$ cat src/rtl/fifo_dp_ctrl_pkg.sv
// Shared constants for the dual-port-RAM FIFO controller.
// Holds the default geometry used by the top level.
package fifo_dp_ctrl_pkg;
  localparam int DEF_AWIDTH = 8;
  localparam int DEF_DWIDTH = 8;
endpackage

$ cat src/rtl/dpram_hs.sv
// Dual-port RAM with one clock and a registered read on port B.
// q_b only updates on an enabled read, so an issued word stays put until it is consumed.
module dpram_hs #(
  parameter int aWidth = 8,
  parameter int dWidth = 8
) (
  input  logic              clk,
  input  logic              we_a,
  input  logic [aWidth-1:0] addr_a,
  input  logic [dWidth-1:0] d_a,
  input  logic              en_b,
  input  logic              we_b,
  input  logic [aWidth-1:0] addr_b,
  input  logic [dWidth-1:0] d_b,
  output logic [dWidth-1:0] q_b
);
  logic [dWidth-1:0] mem [0:(1<<aWidth)-1];

  always_ff @(posedge clk) begin
    if (we_a) mem[addr_a] <= d_a;
    if (we_b) mem[addr_b] <= d_b;
    if (en_b && !we_b) q_b <= mem[addr_b];
  end
endmodule

$ cat src/rtl/fifo_dp_ctrl.sv
// Synchronous FIFO around dpram_hs with valid/ready streams and a first-word-fall-through output.
// Read path: RAM word -> q_b (rd_pend) -> rd_data (rd_valid).
//
// Handshake: a word moves on a side exactly in a cycle where its valid and ready are both high at
// the clock edge; valid never depends on ready, and wr_ready depends only on the registered count.
module fifo_dp_ctrl
  import fifo_dp_ctrl_pkg::*;
#(
  parameter int aWidth = DEF_AWIDTH,
  parameter int dWidth = DEF_DWIDTH
) (
  input  logic              clk,
  input  logic              reset_n,
  input  logic              flush,
  input  logic              wr_valid,
  input  logic [dWidth-1:0] wr_data,
  output logic              wr_ready,
  output logic              rd_valid,
  output logic [dWidth-1:0] rd_data,
  input  logic              rd_ready,
  output logic [aWidth:0]   count,
  output logic              empty,
  output logic              full
);
  localparam int PW = aWidth + 1;
  localparam logic [PW-1:0] DEPTH = {1'b1, {aWidth{1'b0}}};

  logic [PW-1:0]     wptr, rptr, ram_words;
  logic              rd_pend;
  logic [dWidth-1:0] q_b;
  logic              wr_fire, rd_fire, rd_load, rd_issue;

  assign full      = (count == DEPTH);
  assign empty     = (count == '0);
  assign wr_ready  = !full;
  assign wr_fire   = wr_valid && wr_ready;
  assign rd_fire   = rd_valid && rd_ready;
  // Registered wptr only: a word written this cycle is never read in the same cycle.
  assign ram_words = wptr - rptr;
  assign rd_load   = rd_pend && (!rd_valid || rd_fire);
  // q_b may only be refilled when it is empty or its word moves to rd_data at this edge.
  assign rd_issue  = (ram_words != '0) && (!rd_pend || rd_load);

  dpram_hs #(.aWidth(aWidth), .dWidth(dWidth)) u_ram (
    .clk    (clk),
    .we_a   (wr_fire),
    .addr_a (wptr[aWidth-1:0]),
    .d_a    (wr_data),
    .en_b   (rd_issue),
    .we_b   (1'b0),
    .addr_b (rptr[aWidth-1:0]),
    .d_b    ({dWidth{1'b0}}),
    .q_b    (q_b)
  );

  always_ff @(posedge clk) begin
    if (!reset_n || flush) begin
      wptr     <= '0;
      rptr     <= '0;
      count    <= '0;
      rd_pend  <= 1'b0;
      rd_valid <= 1'b0;
      rd_data  <= '0;
    end else begin
      if (wr_fire)  wptr <= wptr + 1'b1;
      if (rd_issue) rptr <= rptr + 1'b1;

      if (rd_issue)     rd_pend <= 1'b1;
      else if (rd_load) rd_pend <= 1'b0;

      if (rd_load) begin
        rd_data  <= q_b;
        rd_valid <= 1'b1;
      end else if (rd_fire) begin
        rd_valid <= 1'b0;
      end

      case ({wr_fire, rd_fire})
        2'b10:   count <= count + 1'b1;
        2'b01:   count <= count - 1'b1;
        default: count <= count;
      endcase
    end
  end
endmodule

$ cat config.mk
export PLATFORM = sky130hd
export DESIGN_NAME = fifo_dp_ctrl
export DESIGN_NICKNAME = d
export VERILOG_FILES = /design/src/rtl/fifo_dp_ctrl_pkg.sv /design/src/rtl/dpram_hs.sv /design/src/rtl/fifo_dp_ctrl.sv
export SDC_FILE = /design/constraint.sdc
export NUM_CORES = 2
export LEC_CHECK = 0
export BUFFER_PORTS_ARGS = -buffer_cell sky130_fd_sc_hd__clkbuf_2
export CAP_MARGIN = 20
export CORE_MARGIN = 2
export CORE_UTILIZATION = 57
export DETAILED_ROUTE_END_ITERATION = 12
export PLACE_DENSITY_LB_ADDON = 0.08
export SLEW_MARGIN = 20
export SYNTH_ARGS = -nofsm -noshare
export SYNTH_HDL_FRONTEND = slang
export SYNTH_SLANG_ARGS = --single-unit
$ cat constraint.sdc
create_clock -name clk -period 3.86 [get_ports clk]
set_input_delay 0.193 -clock clk [delete_from_list [all_inputs] [get_ports clk]]
set_output_delay 0.193 -clock clk [all_outputs]
set_load 0.02 [all_outputs]
==> results.cfg <==
[run_status]
status = finished clean

[timing]
grt_setup_unrepaired = no
relSlewSlack_pct = 22.2
worst_slew_pin_slew_ns = 1.16
fin_ws_ns = 0.141
drv_slew = 0
hold_viol_final = 0
fin_setup_tns_ns = 0
period_needed_ns = 3.72
period_share_pct = 96.4
whs_ns = 0.000148
fmax_mhz = 269
finalSetupViolations = 0
skew_ns = 0.0400

[clocking]
cts_tree = done
htreeDepth = 4
clockBufferDepth = 3
clk_pin_slew_worst_paths_ns = 0.06
cts_buffers = 204
cts-root-buf = clkbuf_16
cts.sinks = 2093
clock_latency_ns = 0.85

[drt]
wirelength_mm = 227
ant_nets = 0
firstDrtPassIters = 6
avgRoutedWirePerCell_um = 34.6
routed_via_density = 6.66
drc = 0
vias = 43700
dr.first_iter.drc_count = 5870

[place]
pre_cts_ws_ns = 0.0133
place.port_buffers = 33
gp_congestion = 0.905
dp_cells = 6184
dp_hpwl_mm = 142

[grt]
grt_pass1_vias = 42300
antenna_found_initial = 9
grt_max_degree = 116
globalRouteMet2Util_pct = 46.6
grtUsageTotal_pct = 31.1
grt_use_met3_pct = 6.56
grtUsageMet1_pct = 45.7
grt_overflow = 0
grt_pass1_wl_mm = 320
grt_busiest_layer = met2

[floorplanning]
start_util_pct = 57.3
ioPinCount = 34
rows = 139
die_w_um = 384
core_area_um2 = 143000
design.die.area_um2 = 147000
die_height_um = 384

[logic_synthesis]
syn_inst = 4079
synth_area_um2 = 82100
syn_nets = 4108
ys_types = 76
synth-warning-count = 0
synth_flop_cell = edfxtp_1
synth_area_per_cell_um2 = 20.1
synth_seq_cells = 2093
synth_edf_count = 2056
synth_seq_area_share_pct = 76.1
ys_async_sr_fraction_pct = 0

[setup_path]
path_class = reg2reg
cpPeakStageDelay_ns = 0.88
cp.depth = 10
cp_top_family = compound AO/OA/AOI/OAI gates
cp-end-kind = register
r2r_cells = 10
path_cells = buf_12 -> nand3_1 -> buf_4 -> o221ai_1 -> a211oi_1 -> buf_4 -> a31oi_1 -> nand3_1 -> a22o_1 -> nor3_1
critical_path_required_ns = 4.55
slowest_stage = dfxtp_4
worst-path-max-fanout = 28
worstPathArrival_ns = 4.41
crit_path_start_kind = register
cp.buffers_inverters = 3

[layout]
nNetsFinal = 4525
fillers = 9631
drive_above_1_share_pct = 25.3
layout_commonest_cell = edfxtp_1
instances_no_fill = 6557
area_growth_pct = 13.6
final_cell_mix = edfxtp_1, mux4_2, buf_4

[power]
leakage_nw = 29.1
power_density_nw_per_um2 = 517
p_sw_w = 0.0108
clock_power_share_pct = 39.2
swShare_pct = 22.5
p_seq_share_pct = 52.1
pwr-share-comb_pct = 8.7
max-vdd-ir-drop_mv = 0.427
power.internal_w = 0.0374

[job]
drv_cap = 0

[hold_path]
whs_path_depth = 1
holdCritPathClass = in2reg
-- worst paths after layout --
kind	startpoint	to	slack, ns
setup reg to reg	rptr[0]	u_ram.q_b[6]	0.14
setup / recovery	rptr[0]	u_ram.q_b[6]	0.14
hold reg to reg	u_ram.q_b[5]	rd_data[5]	0.47
hold / removal	wr_data[7]	u_ram.mem[46][7]	0.0001
-- power by group through the flow --
stage | sequential (W) | clock (W) | combinational [W]
floorplan | 0.0255 | 0 | 0.00285
global placement | 0.0256 | 0 | 0.00415
detailed placement | 0.0256 | 0 | 0.00417
CTS | 0.0251 | 0.0191 | 0.00419
global route | 0.0251 | 0.0200 | 0.00444
finish | 0.0251 | 0.0189 | 0.00420
-- area by class of cell --
type                    instances  area, um2  area share, %
flip-flops and latches       2093      62500           67.0
multi-input cells            1721      18100           19.4
clock buffers                 255       5340           5.72
repair buffers                460       4020           4.31
well taps                    1903       2380           2.55
clock inverters               107        941           1.01
inverters                      16       61.3         0.0657
diodes                          2       5.00        0.00536
-- cells in the mapped netlist, types with 51 or more instances --
master / count / share of area (%)
buf_2: 74 / 0.45
mux2i_1: 211 / 2.6
a221oi_1: 51 / 0.54
mux4_2: 425 / 12
nand2_1: 114 / 0.52
nor2_1: 314 / 1.4
a21oi_1: 109 / 0.66
a22oi_1: 69 / 0.63
o21ai_0: 55 / 0.34
clkbuf_1: 101 / 0.46
edfxtp_1: 2056 / 75
-- flip-flops by register name (all words and copies together), names as in the netlist --
name	count
rd_valid	1
rd_data	8
wptr	9
u_ram.q_b	8
rptr	9
rd_pend	1
count	9
u_ram.mem	2048
-- metal layers --
layer / routed length, um / part of all wire [%]
met5: 27 / 0.012
met4: 8710 / 3.8
met3: 22500 / 9.9
met1: 90500 / 40
met2: 105000 / 46
-- cells by family after synthesis --
logic type / Yosys count / share of synthesized area, %
multiplexers: 646 / 14.5
buffers and inverters: 265 / 2.01
adder cells (fa/ha/maj): 16 / 0.244
XOR/XNOR: 17 / 0.181
flip-flops: 2093 / 76.1
AO/OA/AOI/OAI: 459 / 3.92
AND/OR/NAND/NOR: 583 / 3.08
-- per-stage QoR --
stage / utilization, % / area (um2) / power, W
floorplan: - / 82100 / 0.0284
global placement: 60.7 / 86900 / 0.0298
detailed placement: 60.7 / 86900 / 0.0298
CTS: 65.1 / 93300 / 0.0485
global route: 65.1 / 93300 / 0.0495
finish: 65.1 / 93300 / 0.0482
-- what timing repair did --
item                                    CTS  global route
buffers inserted                          0             1
hold endpoints to repair                142             0
hold buffers                              8             0
endpoints found under the setup margin    0             1
gates resized for setup                   0             0
(Power assumes the default switching activity.)
